$ cat config.mk
export PLATFORM = sky130hd
export DESIGN_NAME = prbs_frame_gen
export DESIGN_NICKNAME = d
export VERILOG_FILES = /design/src/rtl/prbs_frame_gen_pkg.sv /design/src/rtl/prbs_frame_gen_par_step.sv /design/src/rtl/prbs_frame_gen.sv
export SDC_FILE = /design/constraint.sdc
export NUM_CORES = 1
export LEC_CHECK = 0
export ABC_AREA = 1
export BUFFER_PORTS_ARGS = -buffer_cell sky130_fd_sc_hd__buf_2
export CORE_ASPECT_RATIO = 0.7
export CORE_MARGIN = 4
export CORE_UTILIZATION = 50
export CTS_CLUSTER_SIZE = 8
export DETAILED_ROUTE_END_ITERATION = 6
export HOLD_SLACK_MARGIN = 0.06
export MAX_ROUTING_LAYER = met4
export PLACE_DENSITY_LB_ADDON = 0.2
export SETUP_SLACK_MARGIN = 0.2
export SLEW_MARGIN = 20
export SYNTH_ARGS = -nofsm -noshare
export SYNTH_HDL_FRONTEND = slang
export SYNTH_SLANG_ARGS = --single-unit
$ cat constraint.sdc
create_clock -name i_aclk -period 2.25 [get_ports i_aclk]
set_input_delay 0.1125 -clock i_aclk [delete_from_list [all_inputs] [get_ports i_aclk]]
set_output_delay 0.1125 -clock i_aclk [all_outputs]
set_load 0.005 [all_outputs]
$ cat src/rtl/prbs_frame_gen_pkg.sv
// Shared definitions for the PRBS31 frame generator: FSM encoding, LFSR taps
// and the value substituted for an all-zero seed.
package prbs_frame_gen_pkg;

   typedef enum logic [1:0] {
      ST_IDLE = 2'd0,
      ST_SEND = 2'd1,
      ST_GAP  = 2'd2
   } state_t;

   localparam int LFSR_W = 31;
   localparam int TAP_HI = 30;
   localparam int TAP_LO = 27;

   localparam logic [LFSR_W-1:0] LFSR_INIT      = 31'h7FFF_FFFF;
   localparam logic [LFSR_W-1:0] ZERO_SEED_SUB  = 31'h7FFF_FFFF;

   // An all-zero state would lock the LFSR, so it is swapped for all-ones.
   function automatic logic [LFSR_W-1:0] seed_fix(input logic [LFSR_W-1:0] seed);
      return (seed == '0) ? ZERO_SEED_SUB : seed;
   endfunction

endpackage

$ cat src/rtl/prbs_frame_gen_par_step.sv
// Advances the PRBS31 LFSR by C_DATA_WIDTH bit-steps in one cycle and
// collects the generated bits, first-generated bit in the MSB.
module prbs_par_step
   import prbs_frame_gen_pkg::*;
#(
   parameter int C_DATA_WIDTH = 32
)
(
   input  logic [LFSR_W-1:0]       state,
   output logic [LFSR_W-1:0]       state_next,
   output logic [C_DATA_WIDTH-1:0] data
);

   logic [LFSR_W-1:0] s;
   logic              nb;

   always_comb begin
      s    = state;
      nb   = 1'b0;
      data = '0;
      for (int i = 0; i < C_DATA_WIDTH; i++) begin
         nb                         = s[TAP_HI] ^ s[TAP_LO];
         data[C_DATA_WIDTH-1-i]     = nb;
         s                          = {s[LFSR_W-2:0], nb};
      end
      state_next = s;
   end

endmodule

$ cat src/rtl/prbs_frame_gen.sv
// PRBS31 framed AXI-Stream source with programmable frame and gap lengths.
//
//   state   | meaning
//   --------+-------------------------------------------------------------
//   IDLE    | no frame in progress; waits for i_enable
//   SEND    | emitting beats of the current frame until tlast handshakes
//   GAP     | idle cycles between frames, counted down from i_gap_len
module prbs_frame_gen
   import prbs_frame_gen_pkg::*;
#(
   parameter int C_DATA_WIDTH = 32,
   parameter int C_LEN_WIDTH  = 16,
   parameter int C_CNT_WIDTH  = 32
)
(
   input  logic                    i_aclk,
   input  logic                    i_aresetn,
   input  logic                    i_enable,
   input  logic                    i_reload,
   input  logic [LFSR_W-1:0]       i_seed,
   input  logic [C_LEN_WIDTH-1:0]  i_frame_len,
   input  logic [C_LEN_WIDTH-1:0]  i_gap_len,
   input  logic                    m_axis_tready,
   output logic                    m_axis_tvalid,
   output logic [C_DATA_WIDTH-1:0] m_axis_tdata,
   output logic                    m_axis_sof,
   output logic                    m_axis_tlast,
   output logic                    o_busy,
   output logic [C_CNT_WIDTH-1:0]  o_frame_cnt
);

   localparam logic [C_LEN_WIDTH-1:0] LEN_ONE = {{(C_LEN_WIDTH-1){1'b0}}, 1'b1};
   localparam logic [C_CNT_WIDTH-1:0] CNT_ONE = {{(C_CNT_WIDTH-1){1'b0}}, 1'b1};

   state_t                   state;
   state_t                   state_nxt;
   logic [LFSR_W-1:0]        lfsr;
   logic [LFSR_W-1:0]        step_src;
   logic [LFSR_W-1:0]        step_next;
   logic [C_DATA_WIDTH-1:0]  step_data;
   logic [C_LEN_WIDTH-1:0]   beats_rem;
   logic [C_LEN_WIDTH-1:0]   gap_cnt;
   logic [C_LEN_WIDTH-1:0]   len_eff;
   logic                     first_beat;
   logic                     last_hs;
   logic                     gap_done;
   logic                     idle_start;
   logic                     chain_start;
   logic                     to_gap;
   logic                     beat_load;
   logic                     reload_ok;

   assign len_eff     = (i_frame_len == '0) ? LEN_ONE : i_frame_len;
   assign last_hs     = (state == ST_SEND) && m_axis_tvalid && m_axis_tready && m_axis_tlast;
   assign gap_done    = (state == ST_GAP) && (gap_cnt == LEN_ONE);
   assign idle_start  = (state == ST_IDLE) && i_enable;
   assign to_gap      = last_hs && (i_gap_len != '0);
   // A follow-on frame loads its first beat in the same cycle it starts, so
   // the bus sees exactly i_gap_len idle cycles (none when back-to-back).
   assign chain_start = i_enable && ((last_hs && (i_gap_len == '0)) || gap_done);
   assign beat_load   = chain_start ||
                        ((state == ST_SEND) && (beats_rem != '0) &&
                         (!m_axis_tvalid || m_axis_tready));
   assign reload_ok   = i_reload && ((state == ST_IDLE) || (state == ST_GAP));
   assign step_src    = reload_ok ? seed_fix(i_seed) : lfsr;
   assign o_busy      = (state != ST_IDLE);

   prbs_par_step #(
      .C_DATA_WIDTH (C_DATA_WIDTH)
   ) u_step (
      .state      (step_src),
      .state_next (step_next),
      .data       (step_data)
   );

   always_comb begin
      state_nxt = state;
      case (state)
         ST_IDLE: if (i_enable) state_nxt = ST_SEND;
         ST_SEND: begin
            if (last_hs) begin
               if (i_gap_len != '0) state_nxt = ST_GAP;
               else if (i_enable)   state_nxt = ST_SEND;
               else                 state_nxt = ST_IDLE;
            end
         end
         ST_GAP:  if (gap_done) state_nxt = i_enable ? ST_SEND : ST_IDLE;
         default: state_nxt = ST_IDLE;
      endcase
   end

   always_ff @(posedge i_aclk or negedge i_aresetn) begin
      if (!i_aresetn) begin
         state <= ST_IDLE;
      end else begin
         state <= state_nxt;
      end
   end

   always_ff @(posedge i_aclk or negedge i_aresetn) begin
      if (!i_aresetn) begin
         lfsr          <= LFSR_INIT;
         beats_rem     <= '0;
         gap_cnt       <= '0;
         first_beat    <= 1'b0;
         m_axis_tvalid <= 1'b0;
         m_axis_tdata  <= '0;
         m_axis_sof    <= 1'b0;
         m_axis_tlast  <= 1'b0;
         o_frame_cnt   <= '0;
      end else begin
         if (beat_load)      lfsr <= step_next;
         else if (reload_ok) lfsr <= step_src;

         if (chain_start) begin
            beats_rem  <= len_eff - LEN_ONE;
            first_beat <= 1'b0;
         end else if (idle_start) begin
            beats_rem  <= len_eff;
            first_beat <= 1'b1;
         end else if (beat_load) begin
            beats_rem  <= beats_rem - LEN_ONE;
            first_beat <= 1'b0;
         end

         if (to_gap)
            gap_cnt <= i_gap_len;
         else if ((state == ST_GAP) && (gap_cnt != '0))
            gap_cnt <= gap_cnt - LEN_ONE;

         // The output register holds while stalled, keeping the beat stable.
         if (beat_load) begin
            m_axis_tvalid <= 1'b1;
            m_axis_tdata  <= step_data;
            m_axis_sof    <= chain_start | first_beat;
            m_axis_tlast  <= chain_start ? (len_eff == LEN_ONE) : (beats_rem == LEN_ONE);
         end else if (m_axis_tready) begin
            m_axis_tvalid <= 1'b0;
         end

         if (last_hs) o_frame_cnt <= o_frame_cnt + CNT_ONE;
      end
   end

endmodule
# After elaboration in Yosys (flattened, before gate mapping)
# Index checks and enable logic that the tools add are counted.
[classes]
add_sub_neg = 4
muxes = 22
bitwise_logic = 33
reduce_logical = 30
n_eq_ne = 8
[op_table]
columns = ["op", "count"]
rows = [
  ["31-bit 2-to-1 mux", 4],
  ["16-bit 2-to-1 mux", 6],
  ["16-bit by 1-bit equality test with 1-bit output (second input constant)", 3],
  ["16-bit nonzero test", 3],
  ["16-bit by 1-bit subtractor with 16-bit output (second input constant)", 3],
  ["32-bit by 1-bit adder with 32-bit output (second input constant)", 1],
  ["16-bit logical NOT", 2],
  ["1-bit bitwise XOR", 32],
  ["31-bit logical NOT", 1],
  ["1-bit logical AND", 12],
  ["2-bit 2-to-1 mux", 4],
  ["2-bit nonzero test", 4],
  ["1-bit 2-to-1 mux", 7],
  ["2-bit inequality test (second input constant)", 3],
  ["2-bit case mux with 3 select lines", 1],
  ["1-bit logical OR", 4],
  ["3-bit AND reduction", 1],
  ["3-bit nonzero test", 1],
  ["2-bit by 1-bit equality test with 1-bit output (second input constant)", 1],
  ["2-bit equality test (second input constant)", 1],
  ["2-bit logical NOT", 1],
  ["1-bit logical NOT", 1],
  ["1-bit bitwise OR", 1],
]
[totals]
register_bits = 133
elab_cells = 107

# Depth between registers and ports, before layout
# Gate-level depths: netlist (run 1).
[depth]
word_depth = 11
depth_mapped = 17
ltp_nobuf = 17

# Hierarchy
# Synthesis (run 1) repeated with hierarchy kept, for this count alone.
[unflattened]
hier_cells = 1184
area_unflattened_um2 = 8319.2
[by_module_without_submodules]
columns = ["mod", "seq_area_each_um2", "instances", "cells_per_inst", "area_each_um2"]
rows = [
  ["prbs_frame_gen", 3367.0, 1, 1088, 7711.1],
  ["prbs_par_step", 0.0, 1, 96, 608.1],
]

# Worst setup path after synthesis (run 1)
# OpenSTA, ideal clock, no wires.
[synth_timing]
path_kind = "input port to flip-flop"
startpoint = "input port i_frame_len[5]"
endpoint = "register beats_rem[14]"
t_arrival_ps = 1612
setup_ps = 65
cell_stages = 17
slack_ps = 573
cell_sequence = "inv_1 -> nand2_1 -> nor2_1 -> nand3_1 -> nand2_1 -> inv_1 -> ha_1 -> nand2_1 -> nor3_2 -> nand2_1 -> nor2_1 -> nand2_1 -> nand2_1 -> nand2_1 -> o21ai_1 -> nand2_1 -> nand2_1"
[synth_via]
elab_chain_len = 4
[synth_rtl]
columns = ["element", "line_no", "rtl"]
rows = [
  ["from (decl)", "prbs_frame_gen.sv:21", "input logic [C_LEN_WIDTH-1:0] i_frame_len,"],
  ["16-bit logical NOT", "prbs_frame_gen.sv:53", "assign len_eff = (i_frame_len == '0) ? LEN_ONE : i_frame_len;"],
  ["16-bit 2-to-1 mux (*)", "prbs_frame_gen.sv:53", ""],
  ["16-bit by 1-bit subtractor with 16-bit output or 16-bit 2-to-1 mux (tied branches)", "prbs_frame_gen.sv:116, prbs_frame_gen.sv:118", ""],
  ["16-bit 2-to-1 mux (*)", "prbs_frame_gen.sv:115", "if (chain_start) begin"],
  ["to (signal assigned)", "prbs_frame_gen.sv:116", "beats_rem <= len_eff - LEN_ONE;"],
  ["to (signal assigned)", "prbs_frame_gen.sv:119", "beats_rem <= len_eff;"],
  ["to (signal assigned)", "prbs_frame_gen.sv:122", "beats_rem <= beats_rem - LEN_ONE;"],
  ["to (decl)", "prbs_frame_gen.sv:41", "logic [C_LEN_WIDTH-1:0] beats_rem;"],
]
# Every way passes the cells marked *; elsewhere a longest branch is shown, timed or not.
# A chain may end at the register's enable or synchronous reset.

# Worst setup path in the final report (run 1)
[layout_timing]
startpoint = "register beats_rem[0]"
endpoint = "register m_axis_tdata[31]"
[layout_via]
elab_chain_len = 4
[layout_rtl]
columns = ["element", "line_no", "rtl"]
rows = [
  ["16-bit nonzero test", "prbs_frame_gen.sv:62", "((state == ST_SEND) && (beats_rem != '0) &&"],
  ["1-bit logical AND (2 in a row)", "prbs_frame_gen.sv:62", ""],
  ["1-bit logical OR", "prbs_frame_gen.sv:61", "assign beat_load = chain_start ||"],
  ["to (signal assigned)", "prbs_frame_gen.sv:134", "m_axis_tdata <= step_data;"],
  ["to (decl)", "prbs_frame_gen.sv:25", "output logic [C_DATA_WIDTH-1:0] m_axis_tdata,"],
]
# Every way passes these cells.

==> impl_metrics.py, run 1 <==
metrics = {
    "critical_path": {
        "critPathSlowestCell": "dfrtp_1",
        "path_cells": "inv_2 > ha_2 > nand2_1 > nor2_4 > nand2_1 > nand2_4 > nand2_4 > bufbuf_16 > a31oi_1",
        "start_kind": "flip-flop",
        "end_kind": "flip-flop",
        "worstPathMaxFanout": 18,
        "critPathMaxStageDelay_ns": 0.42,
        "required_ns": 2.59,
        "crit_type": "flip-flop to flip-flop",
        "crit_arrival_ns": 2.28,
    },
    "floorplan": {
        "dieHeight_um": 116,
        "coreArea_mm2": 0.0164,
        "die_area_mm2": 0.0189,
        "initial_utilization_pct": 51.2,
        "num_rows": 39,
        "die_w_um": 163,
        "num_io_pins": 136,
    },
    "final_layout": {
        "drive_above_1_share_pct": 24.1,
        "layout_common_cells": "nand2_1 (352), nor2_1 (158), buf_2 (134), dfrtp_1 (101), inv_1 (94)",
        "syn2layout_area_growth_pct": 23.1,
        "finalInstanceArea_mm2": 0.0103,
        "final_common_cell": "nand2_1",
        "fill_cells": 1491,
        "n_antenna_cell": 0,
        "final_nets": 1373,
    },
    "clocking": {
        "clkTransAtPathRegs_ns": 0.06,
        "cts-root-buf": "clkbuf_16",
        "cts_buffer_depth": 2,
        "cts_tree": "yes",
        "clock_latency_ns": 0.42,
        "h-tree-depth": 4,
        "clock-sinks": 133,
        "cts_buffers": 17,
    },
    "synth": {
        "synth_top_area_cell": "dfrtp_1",
        "synth_xor_xnor_area_share_pct": 5.01,
        "ys_warn_count": 0,
        "synthAdderAreaFrac_pct": 1.04,
        "synth_top_family_by_area": "simple AND/OR/NAND/NOR gates",
        "synthesis.area_mm2": 0.00839,
        "synth-edff-count": 0,
        "synth_seq_area_share_pct": 40.1,
        "syn_inst": 1133,
        "synth-simple-area-share_pct": 36.5,
        "ys_ff_latch": 133,
        "synth_cell_types": 44,
        "ys_async_sr_fraction_pct": 100,
        "synth-compound-area-share_pct": 9.98,
        "syn_avg_cell_area_um2": 7.40,
        "dominantRegCellSynth": "dfrtp_1",
        "syn_nets": 1208,
        "synthMuxAreaShare_pct": 0,
        "synth_top_cell_area_share_pct": 30.4,
        "synth_area_leaders": "dfrtp_1 (30%), nand2_1 (16%), dfstp_2 (9.7%)",
    },
    "global_route": {
        "grt_pass1_vias": 7482,
        "grt_start_max_net_pins": 54,
        "grtUsageTotal_pct": 25.3,
        "antenna_found_initial": 0,
        "grt_pass1_wl_um": 37300,
        "overflow": 0,
    },
    "timing": {
        "setup_ws_ns": 0.309,
        "finalHoldViolCount": 0,
        "fin_worst_skew_ns": 0.00873,
        "finalCritPeriodShare_pct": 86.3,
        "tightest_slew_ns": 0.861,
        "relSlewSlack_pct": 42.5,
        "final-max-slew-violation-count": 0,
        "setup_viol_count_final": 0,
        "period_minus_slack_ns": 1.94,
        "max_freq_mhz": 515,
        "tns_ns": 0,
        "rsz0062_at_grt": "false",
    },
    "routing": {
        "drt_iter0_markers": 530,
        "drcViolationCount": 0,
        "via_per_inst": 5.20,
        "routedWlPerCell_um": 14.8,
        "drtAntennaViolNets": 0,
        "drt_wl_total_um": 22700,
        "firstDrtPassIters": 6,
        "vias": 7994,
    },
    "power": {
        "sw_frac_of_total_pct": 38.7,
        "pwr_density_cell_mw_per_mm2": 1060,
        "pwr-share-seq_pct": 35.1,
        "intPower_mw": 6.71,
        "peakVddDrop_v": 0.000530,
        "clkPwrFrac_pct": 24.9,
        "p_sw_mw": 4.24,
        "comb_power_share_pct": 40.1,
        "p_leak_nw": 5.06,
    },
    "placement": {
        "place_hpwl_um": 16500,
        "dpl_cell_area_mm2": 0.00934,
        "routabilityCongestion": 0.896,
        "dpl_worst_slack_ns": 0.138,
        "portBuffers": 135,
    },
    "outcome": {
        "status": "finished clean",
    },
    "flow_run": {
        "maxCapViolations": 0,
    },
    "worst_hold_path": {
        "hold_path_class": "input pin to flip-flop",
    },
}
==> what timing repair did <==
action | CTS | global route
setup endpoints to repair | 8 | 93
gates resized for setup | 3 | 30
hold endpoints to repair | 70 | 0
hold buffers | 21 | 0
gates cloned | 1 | 1
pin swaps | 0 | 1
setup buffers | 0 | 3
==> path summary, 6_finish.rpt <==
kind | endpoint | cells past startpoint | slack (ns) | startpoint
max in group asynchronous | lfsr[24] | 3 | 1.26 | i_aresetn
max | m_axis_tdata[31] | 9 | 0.31 | beats_rem[0]
min reg2reg | m_axis_tdata[15] | 2 | 0.47 | m_axis_tdata[15]
min | beats_rem[7] | 4 | 0.07 | i_frame_len[7]
min in group asynchronous | gap_cnt[5] | 2 | 0.22 | i_aresetn
max reg2reg | m_axis_tdata[31] | 9 | 0.31 | beats_rem[0]
==> metal layers <==
metal	wire [um]	GRT usage (%)	vias to the layer above
met2	9510	36.1	283
met1	11000	36.7	3695
met4	316	6.48	0
met5	0	-	-
met3	1920	5.40	29
li1	-	-	3987
==> power groups by stage <==
stage	combinational, mW	sequential [mW]	clock (mW)
2_1_floorplan	2.95	3.79	0
3_3_place_gp	4.18	3.83	0
3_5_place_dp	4.23	3.85	0
4_1_cts	4.34	3.82	2.76
5_1_grt	5.01	3.93	2.88
6_report	4.39	3.84	2.72
==> cell usage after synthesis, drive strengths merged, types with 3 or more instances <==
cell type and number:
a21oi 15, nand3 106, o21bai 3, nand4 12, dfstp 31, o221ai 3
a31oi 21, xor2 23, nor4 5, clkbuf 7, o211ai 11, inv 104
buf 28, nor2 177, ha 7, dfrtp 102, nor3 13, nand2 364
xnor2 25, or2 6, o21ai 62
==> worst max-delay path: cells and delay by family, from the launching register on <==
kind | cells | cell delay (ns)
DFF | 1 | 0.42
buffers and inverters | 2 | 0.42
and+or+nand+nor | 5 | 0.60
AOI/OAI and AO/OA | 1 | 0.19
adders and majority gates | 1 | 0.21
==> sequential cells by signal, summed over array words and instances (netlist names) <==
| signal | count |
|---|---|
| m_axis_tdata | 32 |
| lfsr | 31 |
| m_axis_tvalid | 1 |
| first_beat | 1 |
| beats_rem | 16 |
| state | 2 |
| m_axis_tlast | 1 |
| o_frame_cnt | 32 |
| m_axis_sof | 1 |
| gap_cnt | 16 |
==> cells by family (layout without fill, tap and decap cells) <==
logic type / count (synthesis) / in the layout
buffers and inverters: 139 / 317
XOR/XNOR: 48 / 48
AND/OR/NAND/NOR: 686 / 686
AO/OA/AOI/OAI: 120 / 120
adder cells (fa/ha/maj): 7 / 7
flip-flops: 133 / 133
==> cell type report <==
| class | count | area [um^2] | share of cell area, % |
|---|---|---|---|
| clock buffers | 17 | 425 | 4.12 |
| repair buffers | 181 | 1200 | 11.6 |
| clock inverters | 15 | 158 | 1.53 |
| multi-input cells | 861 | 4500 | 43.5 |
| flip-flops and latches | 133 | 3370 | 32.6 |
| inverters | 104 | 400 | 3.88 |
| well taps | 225 | 282 | 2.73 |
==> metrics by stage <==
| stage | util [%] | hold WS [ns] | total power, mW | cells |
|---|---|---|---|---|
| global placement | 57.0 | 0.113 | 8.01 | 1478 |
| floorplan | - | -0.183 | 6.75 | 1133 |
| global route | 63.0 | 0.0927 | 11.8 | 1536 |
| finish | 63.0 | 0.0733 | 11.0 | 1536 |
| detailed placement | 57.0 | 0.107 | 8.08 | 1478 |
| CTS | 62.1 | 0.0660 | 10.9 | 1532 |
Note: power is estimated with default switching activity, not from simulation.
==> run 2, diff against run 1 <==
Settings changed: CORE_UTILIZATION 50 to 30.
==> impl_metrics.py, run 2 (same netlist as run 1, synthesis figures left out) <==
metrics = {
    "floorplan": {
        "num_io_pins": 136,
        "die_area_mm2": 0.0307,
        "coreArea_mm2": 0.0272,
        "dieHeight_um": 148,
        "initial_utilization_pct": 30.9,
        "num_rows": 50,
        "die_w_um": 208,
    },
    "timing": {
        "timing.hold.ws_ns": 0.114,
        "rsz0062_at_grt": "true",
        "relSlewSlack_pct": 62.4,
        "max_freq_mhz": 515,
        "setup_viol_count_final": 0,
        "finalHoldViolCount": 0,
        "period_minus_slack_ns": 1.94,
        "tightest_slew_ns": 0.563,
        "final-max-slew-violation-count": 0,
        "finalCritPeriodShare_pct": 86.3,
        "fin_worst_skew_ns": 0.0131,
    },
    "final_layout": {
        "drive_above_1_share_pct": 23.9,
        "final_common_cell": "nand2_1",
        "final_nets": 1386,
        "fill_cells": 2919,
        "layoutNonFillerInstCount": 1688,
        "layout_common_cells": "nand2_1 (352), nor2_1 (159), buf_2 (134), dfrtp_1 (102), inv_1 (96)",
        "syn2layout_area_growth_pct": 26.3,
        "reg_top3": "m_axis_tdata x32, o_frame_cnt x32, lfsr x31",
        "seq_area_mm2": 0.00337,
        "n_antenna_cell": 0,
        "multi_input_area_mm2": 0.00445,
    },
    "clocking": {
        "clkTransAtPathRegs_ns": 0.06,
        "h-tree-depth": 4,
        "cts_tree": "yes",
        "cts_buffer_depth": 2,
        "cts-root-buf": "clkbuf_16",
        "clock-sinks": 133,
        "cts_buffers": 17,
        "clock_latency_ns": 0.42,
    },
    "placement": {
        "place_hpwl_um": 19000,
        "portBuffers": 135,
        "numPlacedInstances": 1630,
        "routabilityCongestion": 0.843,
    },
    "global_route": {
        "grtUsageTotal_pct": 17.0,
        "overflow": 0,
        "grt_start_max_net_pins": 64,
        "grt_pass1_vias": 7505,
        "antenna_found_initial": 0,
        "grt_pass1_wl_um": 41200,
    },
    "critical_path": {
        "r2r-end": "beats_rem[6]",
        "rr_worst_depth": 11,
        "critPathSlowestCell": "dfrtp_1",
        "crit_arrival_ns": 2.29,
        "reg2reg_setup_slack_ns": 0.31,
        "crit_start": "gap_cnt[12]",
        "worstPathMaxFanout": 23,
        "path_cells": "nor2_2 > nand3_1 > nor2_2 > nand3_1 > nand2_1 > nand2_2 > buf_12 > nand3_4 > buf_4 > nor2_1 > a31oi_1",
        "start_kind": "flip-flop",
        "rr_startpoint": "gap_cnt[12]",
        "critPathMaxStageDelay_ns": 0.43,
        "required_ns": 2.59,
        "path_delay_family": "simple AND/OR/NAND/NOR gates",
        "critPathBufInv": 2,
        "end_kind": "flip-flop",
        "crit_type": "flip-flop to flip-flop",
    },
    "outcome": {
        "status": "finished clean",
    },
    "routing": {
        "routedWlPerCell_um": 15.0,
        "via_per_inst": 4.64,
        "drt_iter0_markers": 583,
        "firstDrtPassIters": 5,
        "drt_wl_total_um": 25400,
        "drtAntennaViolNets": 0,
        "drcViolationCount": 0,
        "vias": 7825,
    },
    "power": {
        "pwr_density_cell_mw_per_mm2": 1060,
        "peakVddDrop_v": 0.000533,
        "p_leak_nw": 5.16,
    },
    "flow_run": {
        "maxCapViolations": 0,
    },
    "worst_hold_path": {
        "hold_path_class": "input pin to flip-flop",
        "holdPathStages": 5,
        "hold_end": "lfsr[13]",
        "hold_path.startpoint": "i_seed[13]",
    },
}
## run 2: changes by cell type in the layout (fill, tap and decap cells not counted), moves of 4 or more
cell        change
buf_4           +6
clkbuf_1        +4
clkinv_4        -4
clkinvlp_4      -4
nand2_2         +4
nand2_4         -4
nor2_4          -4
## run 2: per-stage QoR
stage | setup slack, ns | cell area (um^2) | setup TNS, ns | utilization [%] | power [mW]
after CTS | 0.172 | 10500 | 0 | 38.6 | 11.3
after floorplan | 0.573 | 8390 | 0 | - | 6.75
after detailed placement | -0.0313 | 9650 | -0.0313 | 35.5 | 8.26
after global placement | -0.0334 | 9650 | -0.0334 | 35.5 | 8.24
after global routing | 0.181 | 10600 | 0 | 39.0 | 12.1
final | 0.308 | 10600 | 0 | 39.0 | 11.2
## run 2: worst min-delay path, stage by stage
cell and delay, ns:
buf_2 0.11, inv_1 0.10, a31oi_4 0.11, nand2_1 0.06, nand2_1 0.05
## run 2: layer usage
metal / routed length (um) / track usage [%] / vias up
li1: - / - / 4013
met1: 13400 / 25.6 / 3633
met2: 10300 / 22.8 / 171
met3: 1500 / 4.43 / 8
met4: 165 / 3.22 / 0
met5: 0 / - / -
## run 2: repair_timing
item                                    in CTS  in global routing
endpoints found under the hold margin       72                  0
pin swaps                                    0                  3
hold buffers                                24                  0
setup buffers                                0                  1
endpoints found under the setup margin      64                 96
cloned                                       0                  1
resized for setup                            2                 26
## run 2: worst max path at each step
stage                     to  slack (ns)  depth (start not counted)
2_1_floorplan  beats_rem[14]        0.57                         17
3_3_place_gp   beats_rem[14]       -0.03                         18
3_5_place_dp   beats_rem[14]       -0.03                         18
4_1_cts         m_axis_tlast        0.17                         10
5_1_grt          gap_cnt[14]        0.18                          8
6_report        beats_rem[6]        0.31                         11
## run 2: report_power, final
group	internal, mW	switching (mW)
clock network	1.80	1.07
registers	3.37	0.480
logic	1.71	2.75
## run 2: layout make-up
cell class	instances	area share, %
multi-input cells	861	42.0
flip-flops and latches	133	31.8
repair buffers	194	12.5
clock buffers	23	4.42
well taps	364	4.30
inverters	104	3.78
clock inverters	9	1.19
